<file path="config.mk">
export PLATFORM = sky130hd
export DESIGN_NAME = uart_dmi_bridge
export DESIGN_NICKNAME = d
export VERILOG_FILES = /design/src/rtl/uart_dmi_bridge.sv
export SDC_FILE = /design/constraint.sdc
export NUM_CORES = 1
export LEC_CHECK = 0
export BUFFER_PORTS_ARGS = -buffer_cell sky130_fd_sc_hd__buf_2
export CAP_MARGIN = 20
export CORE_MARGIN = 3
export CORE_UTILIZATION = 33
export CTS_CLUSTER_SIZE = 20
export DETAILED_ROUTE_END_ITERATION = 16
export MAX_ROUTING_LAYER = met4
export PLACE_DENSITY = 0.55
export SKIP_LAST_GASP = 1
export SLEW_MARGIN = 20
export SYNTH_ARGS = -nofsm -noshare
export SYNTH_HDL_FRONTEND = slang
export SYNTH_SLANG_ARGS = --single-unit
export TNS_END_PERCENT = 5
</file>
<file path="constraint.sdc">
create_clock -name CLK_I -period 7.25 [get_ports CLK_I]
set_input_delay 1.0875 -clock CLK_I [delete_from_list [all_inputs] [get_ports CLK_I]]
set_output_delay 1.0875 -clock CLK_I [all_outputs]
set_load 0.02 [all_outputs]
</file>
<file path="src/rtl/uart_dmi_bridge.sv">
// UART-to-DMI command bridge: parses READ/WRITE frames from the RX FIFO,
// issues one DMI request per frame and returns status/data bytes to the TX FIFO.
module uart_dmi_bridge #(
  parameter int ABITS          = 7,
  parameter int TIMEOUT_CYCLES = 1_000_000
) (
  input  logic             CLK_I,
  input  logic             RST_I,
  input  logic             RX_EMPTY_I,
  input  logic [7:0]       RX_DATA_I,
  output logic             RX_RE_O,
  input  logic             TX_READY_I,
  output logic             TX_WE_O,
  output logic [7:0]       TX_DATA_O,
  output logic             DMI_REQ_VALID_O,
  input  logic             DMI_REQ_READY_I,
  output logic [1:0]       DMI_REQ_OP_O,
  output logic [ABITS-1:0] DMI_REQ_ADDR_O,
  output logic [31:0]      DMI_REQ_DATA_O,
  input  logic             DMI_RESP_VALID_I,
  output logic             DMI_RESP_READY_O,
  input  logic [1:0]       DMI_RESP_OP_I,
  input  logic [31:0]      DMI_RESP_DATA_I,
  output logic             FRAME_ERR_O
);

  localparam logic [7:0] CMD_READ  = 8'h01;
  localparam logic [7:0] CMD_WRITE = 8'h02;
  localparam logic [1:0] OP_READ   = 2'd1;
  localparam logic [1:0] OP_WRITE  = 2'd2;

  // Counter only ever needs to hold TIMEOUT_CYCLES-1 before expiry.
  localparam int TW = (TIMEOUT_CYCLES > 1) ? $clog2(TIMEOUT_CYCLES) : 1;
  localparam logic [TW-1:0] TMO_LAST = TW'(TIMEOUT_CYCLES - 1);

  typedef enum logic [2:0] {
    S_IDLE,
    S_ADDR,
    S_DATA,
    S_REQ,
    S_WAIT,
    S_TX_STAT,
    S_TX_DATA,
    S_TX_ERR
  } state_e;

  state_e           state_q, state_d;
  logic [1:0]       cnt_q, cnt_d;
  logic [1:0]       op_q, op_d;
  logic [ABITS-1:0] addr_q, addr_d;
  logic [31:0]      data_q, data_d;
  logic [1:0]       resp_op_q, resp_op_d;
  logic [31:0]      resp_data_q, resp_data_d;
  logic [TW-1:0]    tmo_q, tmo_d;
  logic             run_q, run_d;

  logic             rx_re;
  logic             tx_we;
  logic [7:0]       tx_byte;
  logic             frame_err;

  // NOTE: every signal assigned in this block gets a default first, so no
  // path through the case statement can leave one unassigned and infer a latch.
  always_comb begin
    state_d     = state_q;
    cnt_d       = cnt_q;
    op_d        = op_q;
    addr_d      = addr_q;
    data_d      = data_q;
    resp_op_d   = resp_op_q;
    resp_data_d = resp_data_q;
    tmo_d       = '0;
    run_d       = 1'b1;
    rx_re       = 1'b0;
    tx_we       = 1'b0;
    tx_byte     = 8'h00;
    frame_err   = 1'b0;

    unique case (state_q)
      S_IDLE: begin
        // run_q keeps the RX pop low while reset is asserted.
        rx_re = run_q & ~RX_EMPTY_I;
        if (rx_re) begin
          if (RX_DATA_I == CMD_READ) begin
            op_d    = OP_READ;
            data_d  = '0;
            state_d = S_ADDR;
          end else if (RX_DATA_I == CMD_WRITE) begin
            op_d    = OP_WRITE;
            data_d  = '0;
            state_d = S_ADDR;
          end else begin
            frame_err = 1'b1;
            state_d   = S_TX_ERR;
          end
        end
      end

      S_ADDR: begin
        rx_re = ~RX_EMPTY_I;
        if (rx_re) begin
          addr_d = RX_DATA_I[ABITS-1:0];
          cnt_d  = 2'd0;
          state_d = (op_q == OP_WRITE) ? S_DATA : S_REQ;
        end
      end

      S_DATA: begin
        rx_re = ~RX_EMPTY_I;
        if (rx_re) begin
          data_d[{cnt_q, 3'b000} +: 8] = RX_DATA_I;
          if (cnt_q == 2'd3) begin
            state_d = S_REQ;
          end else begin
            cnt_d = cnt_q + 2'd1;
          end
        end
      end

      S_REQ: begin
        if (DMI_REQ_READY_I) begin
          state_d = S_WAIT;
        end
      end

      S_WAIT: begin
        if (DMI_RESP_VALID_I) begin
          resp_op_d   = DMI_RESP_OP_I;
          resp_data_d = DMI_RESP_DATA_I;
          state_d     = S_TX_STAT;
        end
      end

      S_TX_STAT: begin
        tx_byte = {6'b0, resp_op_q};
        tx_we   = TX_READY_I;
        if (tx_we) begin
          cnt_d   = 2'd0;
          state_d = (op_q == OP_WRITE) ? S_IDLE : S_TX_DATA;
        end
      end

      S_TX_DATA: begin
        tx_byte = resp_data_q[{cnt_q, 3'b000} +: 8];
        tx_we   = TX_READY_I;
        if (tx_we) begin
          if (cnt_q == 2'd3) begin
            state_d = S_IDLE;
          end else begin
            cnt_d = cnt_q + 2'd1;
          end
        end
      end

      S_TX_ERR: begin
        tx_byte = 8'hFF;
        tx_we   = TX_READY_I;
        if (tx_we) begin
          state_d = S_IDLE;
        end
      end

      default: state_d = S_IDLE;
    endcase

    // Inter-byte timeout; a pop in the same cycle wins because rx_re blocks it.
    if ((TIMEOUT_CYCLES > 0) && ((state_q == S_ADDR) || (state_q == S_DATA)) && !rx_re) begin
      if (tmo_q == TMO_LAST) begin
        frame_err = 1'b1;
        state_d   = S_IDLE;
      end else begin
        tmo_d = tmo_q + TW'(1);
      end
    end
  end

  // NOTE: state registers use non-blocking assignments so every flop samples
  // the pre-edge values regardless of evaluation order.
  always_ff @(posedge CLK_I or posedge RST_I) begin
    if (RST_I) begin
      state_q     <= S_IDLE;
      cnt_q       <= '0;
      op_q        <= '0;
      addr_q      <= '0;
      data_q      <= '0;
      resp_op_q   <= '0;
      resp_data_q <= '0;
      tmo_q       <= '0;
      run_q       <= 1'b0;
    end else begin
      state_q     <= state_d;
      cnt_q       <= cnt_d;
      op_q        <= op_d;
      addr_q      <= addr_d;
      data_q      <= data_d;
      resp_op_q   <= resp_op_d;
      resp_data_q <= resp_data_d;
      tmo_q       <= tmo_d;
      run_q       <= run_d;
    end
  end

  assign RX_RE_O          = rx_re;
  assign TX_WE_O          = tx_we;
  assign TX_DATA_O        = tx_byte;
  assign FRAME_ERR_O      = frame_err;
  assign DMI_REQ_VALID_O  = (state_q == S_REQ);
  assign DMI_REQ_OP_O     = op_q;
  assign DMI_REQ_ADDR_O   = addr_q;
  assign DMI_REQ_DATA_O   = data_q;
  assign DMI_RESP_READY_O = (state_q == S_WAIT);

endmodule

</file>
==> Implementation_results.wiki <==
{| class="wikitable"
! Metric !! Value
|-
| Fraction of met1 tracks used by global routing || 20.9%
|-
| Number of global-route vias before repair || 3655
|-
| Top library cells by usage in the layout, fill and taps aside || sky130_fd_sc_hd__dfrtp_1 (101), sky130_fd_sc_hd__buf_2 (101), sky130_fd_sc_hd__mux2_2 (43)
|-
| Clock Sinks || 101
|-
| Overall power consumption || 0.00215 W
|-
| Synth top area cells || sky130_fd_sc_hd__dfrtp_1 (52%), sky130_fd_sc_hd__mux2_2 (10%), sky130_fd_sc_hd__mux4_2 (3.7%)
|-
| Weighted congestion at the end of routability-driven global placement || 0.793
|-
| Critical path, cell by cell || inv_1, ha_1, nor2_1, nand3b_1, nor3_1, a41o_1, buf_2
|-
| Setup repair bufs after CTS || 0
|-
| Placed wire-length estimate || 8470 microns
|-
| Setup repair after global routing missed its margin || false
|-
| Logic gate share of total power || 38.0%
|-
| Peak clock frequency supported by timing || 0.253 GHz
|-
| Worst-path fanout max || 23
|-
| Input/output buffers || 101
|-
| Placeable core region || 0.0141 sq mm
|-
| Int Power || 0.00137 W
|-
| Pin count of the biggest net entering global routing || 53
|-
| Post-synthesis sequential area ratio || 52.4%
|-
| H-tree levels || 3
|-
| Synth Cell Area || 0.00482 sq mm
|-
| WP buf/inv || 2
|-
| Path type of the worst setup path || register to primary output
|-
| Count of vias placed by the detailed router || 3555
|-
| Most utilized layer in the global route result || met2
|-
| Die outline height || 127 microns
|-
| Sw Pwr || 0.000782 W
|-
| Most used DFF post-synth || sky130_fd_sc_hd__dfrtp_1
|-
| Register clock-pin slew on the reported worst setup and hold paths || 0.07 ns
|-
| CTS buffer count || 9
|-
| Wire length of the first global-routing pass || 19100 microns
|-
| Diodes inserted || 0
|-
| Violation count after the first detailed-routing iteration || 148
|-
| Die Wd || 127 microns
|-
| Buffer levels on the longest clock path || 2
|-
| Setup clock skew after layout || 0.00630 ns
|-
| Antenna violations before repair || 0
|-
| Leakage power summed over all cells || 2.64 nW
|-
| Per-instance average area after synthesis || 12.1 sq um
|-
| Number of primary I/O pins || 102
|-
| Post-detailed-routing wire length || 11700 microns
|-
| CP Data Required Time || 6.16 ns
|-
| Via-to-Cell Ratio || 5.21
|-
| Min-Delay Path Class || register to register
|-
| Global-route usage over all layers || 15.4%
|-
| Yosys warnings || 0
|-
| Starting utilization of the core area || 34.2%
|-
| Post-CTS resize count || 0
|-
| Grt met2 use || 23.0%
|-
| Sw frac || 36.4%
|-
| Global Route met3 Usage || 3.37%
|-
| Peak VDD IR || 0.000174 V
|-
| Final routed wire length divided by cell count || 17.2 microns
|-
| Sum Neg Setup Slack || 0 ns
|-
| Number of standard-cell rows in the floorplan || 43
|-
| Top cell family by delay on the critical path || simple AND/OR/NAND/NOR gates
|-
| Setup violation total in the final timing report || 0
|-
| Shortest period the worst path allows || 3.95 ns
|-
| Post-synth top area cell || sky130_fd_sc_hd__dfrtp_1
|-
| Distinct cells, synth || 51
|-
| Post-route DRC || 0
|-
| CP Launch Type || register
|-
| Clock network latency to the later pin of the worst-skew pair || 0.35 ns
|-
| Share of the synthesized area in the top cell type || 52.4%
|-
| Transition time at the pin with the least slew margin || 0.787 ns
|-
| Final net count || 554
|-
| EDFF count, synth || 0
|-
| Hold Buf Count CTS || 0
|-
| Max Slew Vio Count || 0
|-
| Layout cell share with drive strength beyond 1 || 36.3%
|-
| Power per cell area || 370 mW/mm^2
|-
| Final number of hold-violating endpoints || 0
|-
| Number of antenna-violating nets in the routed design || 0
|-
| Root buf cell || sky130_fd_sc_hd__clkbuf_16
|-
| Result of the run || completed
|-
| Synthesized Nets || 457
|-
| Worst-case headroom to the max-slew limit || 47.5%
|-
| Post-synthesis cell count || 400
|-
| Worst path arrival time || 2.86 ns
|-
| Seq pwr share || 38.9%
|-
| CP peak stage delay || 0.69 ns
|-
| # Max-Cap Violations || 0
|-
| Share of the cycle needed by the critical path after routing || 54.5%
|-
| Area Overhead vs Synth || 20.3%
|-
| CP endpoint kind || primary output
|-
| Highest-delay cell along the critical path || sky130_fd_sc_hd__ha_1
|-
| Share of synthesized registers carrying an async set or reset || 100%
|-
| Gr ovfl total || 0
|-
| Number of synthesized register bits || 101
|-
| Die Outline Area || 0.0161 sq mm
|-
| Detailed-routing iteration count for the pre-antenna-repair pass || 4
|-
| Clock group share of total power || 23.1%
|-
| Clock tree from TritonCTS || done
|}
==> worst reg2reg max path: cells and delay by family, from the launching register on <==
kind	cells	cell delay, ns
fa+ha+maj	1	0.38
flops	1	0.83
compound gates	1	0.24
simple gates	3	1.00
buf+inv	1	0.21
==> through the flow <==
step / utilization (%) / hold WS, ns / instance area (sq um) / setup slack, ns / instances
2_1_floorplan: - / 0.450 / 4820 / 3.52 / 400
3_3_place_gp: 39.0 / 0.468 / 5490 / 3.78 / 666
3_5_place_dp: 39.0 / 0.476 / 5490 / 3.69 / 666
4_1_cts: 41.2 / 0.486 / 5800 / 3.29 / 682
5_1_grt: 41.2 / 0.510 / 5800 / 3.07 / 682
6_report: 41.2 / 0.483 / 5800 / 3.30 / 682
==> flip-flops by register name, indices dropped and copies added (netlist names) <==
| register | count |
|---|---|
| tmo_q | 20 |
| resp_data_q | 32 |
| DMI_REQ_OP_O | 2 |
| DMI_REQ_ADDR_O | 7 |
| state_q | 3 |
| resp_op_q | 2 |
| run_q | 1 |
| cnt_q | 2 |
| DMI_REQ_DATA_O | 32 |
==> Yosys cell counts, types with 2 or more instances <==
cell type                  count
sky130_fd_sc_hd__a31oi_1       2
sky130_fd_sc_hd__inv_1        16
sky130_fd_sc_hd__nand3_1      10
sky130_fd_sc_hd__buf_2         2
sky130_fd_sc_hd__and2_1        2
sky130_fd_sc_hd__nand2_1      15
sky130_fd_sc_hd__o211ai_1      5
sky130_fd_sc_hd__or2_2         2
sky130_fd_sc_hd__mux2i_1       2
sky130_fd_sc_hd__o21ai_0       6
sky130_fd_sc_hd__mux4_2        8
sky130_fd_sc_hd__nand4_1       5
sky130_fd_sc_hd__a21o_1        4
sky130_fd_sc_hd__a221oi_1      2
sky130_fd_sc_hd__nand2b_1      3
sky130_fd_sc_hd__clkbuf_1     11
sky130_fd_sc_hd__buf_1         2
sky130_fd_sc_hd__and4_1        2
sky130_fd_sc_hd__a41o_1        2
sky130_fd_sc_hd__a21oi_2       2
sky130_fd_sc_hd__xor2_1        2
sky130_fd_sc_hd__or4_1         2
sky130_fd_sc_hd__nor2b_1       5
sky130_fd_sc_hd__or3_1         5
sky130_fd_sc_hd__or4_4         2
sky130_fd_sc_hd__nor4b_4       2
sky130_fd_sc_hd__o31ai_1       2
sky130_fd_sc_hd__a22o_1       16
sky130_fd_sc_hd__a32o_1       16
sky130_fd_sc_hd__mux2_2       43
sky130_fd_sc_hd__xnor2_1      12
sky130_fd_sc_hd__nand3b_1      4
sky130_fd_sc_hd__a21oi_1      16
sky130_fd_sc_hd__nor4_1        6
sky130_fd_sc_hd__nor2_1       33
sky130_fd_sc_hd__a22oi_1       2
sky130_fd_sc_hd__ha_1          9
sky130_fd_sc_hd__nor3_1        7
sky130_fd_sc_hd__dfrtp_1     101
==> cells by family after synthesis <==
kind of cell	Yosys count	synth area share [%]
AO/OA/AOI/OAI	82	13.3
XOR/XNOR	14	2.54
adder cells (fa/ha/maj)	9	2.34
buffers and inverters	33	2.85
flip-flops	101	52.4
multiplexers	53	14.2
other	1	0.0778
AND/OR/NAND/NOR	107	12.3
==> path summary, 6_finish.rpt <==
kind	start	cells after the start	end	slack, ns
worst max-delay path	state_q[0]	7	FRAME_ERR_O	3.30
worst min-delay path	tmo_q[0]	1	tmo_q[0]	0.48
worst max register to register	cnt_q[0]	6	DMI_REQ_DATA_O[22]	4.54
worst min register to register	tmo_q[0]	1	tmo_q[0]	0.48
max in group asynchronous	RST_I	3	run_q	5.35
min in group asynchronous	RST_I	2	DMI_REQ_DATA_O[16]	0.81
==> layout make-up <==
class | instances | area (sq um)
Fill cell | 1374 | 8290
Clock buffer | 10 | 239
Sequential cell | 101 | 2530
Multi-Input combinational cell | 266 | 2160
Timing Repair Buffer | 103 | 520
Inverter | 16 | 62.6
Clock inverter | 6 | 71.3
Tap cell | 180 | 225
==> power by group through the flow <==
stage	registers (W)	logic [W]	clock network, W
2_1_floorplan	0.000842	0.000597	0
3_3_place_gp	0.000840	0.000814	0
3_5_place_dp	0.000848	0.000822	0
4_1_cts	0.000836	0.000826	0.000510
5_1_grt	0.000855	0.000895	0.000531
6_report	0.000834	0.000817	0.000496
==> metal layers <==
layer / share of wire (%) / routed length [microns] / vias up
li1: - / - / 1681
met1: 47 / 5520 / 1773
met2: 47 / 5530 / 88
met3: 4.2 / 496 / 13
met4: 1.5 / 178 / 0
met5: 0 / 0 / -
No activity file was read; power rests on OpenSTA's default activity.
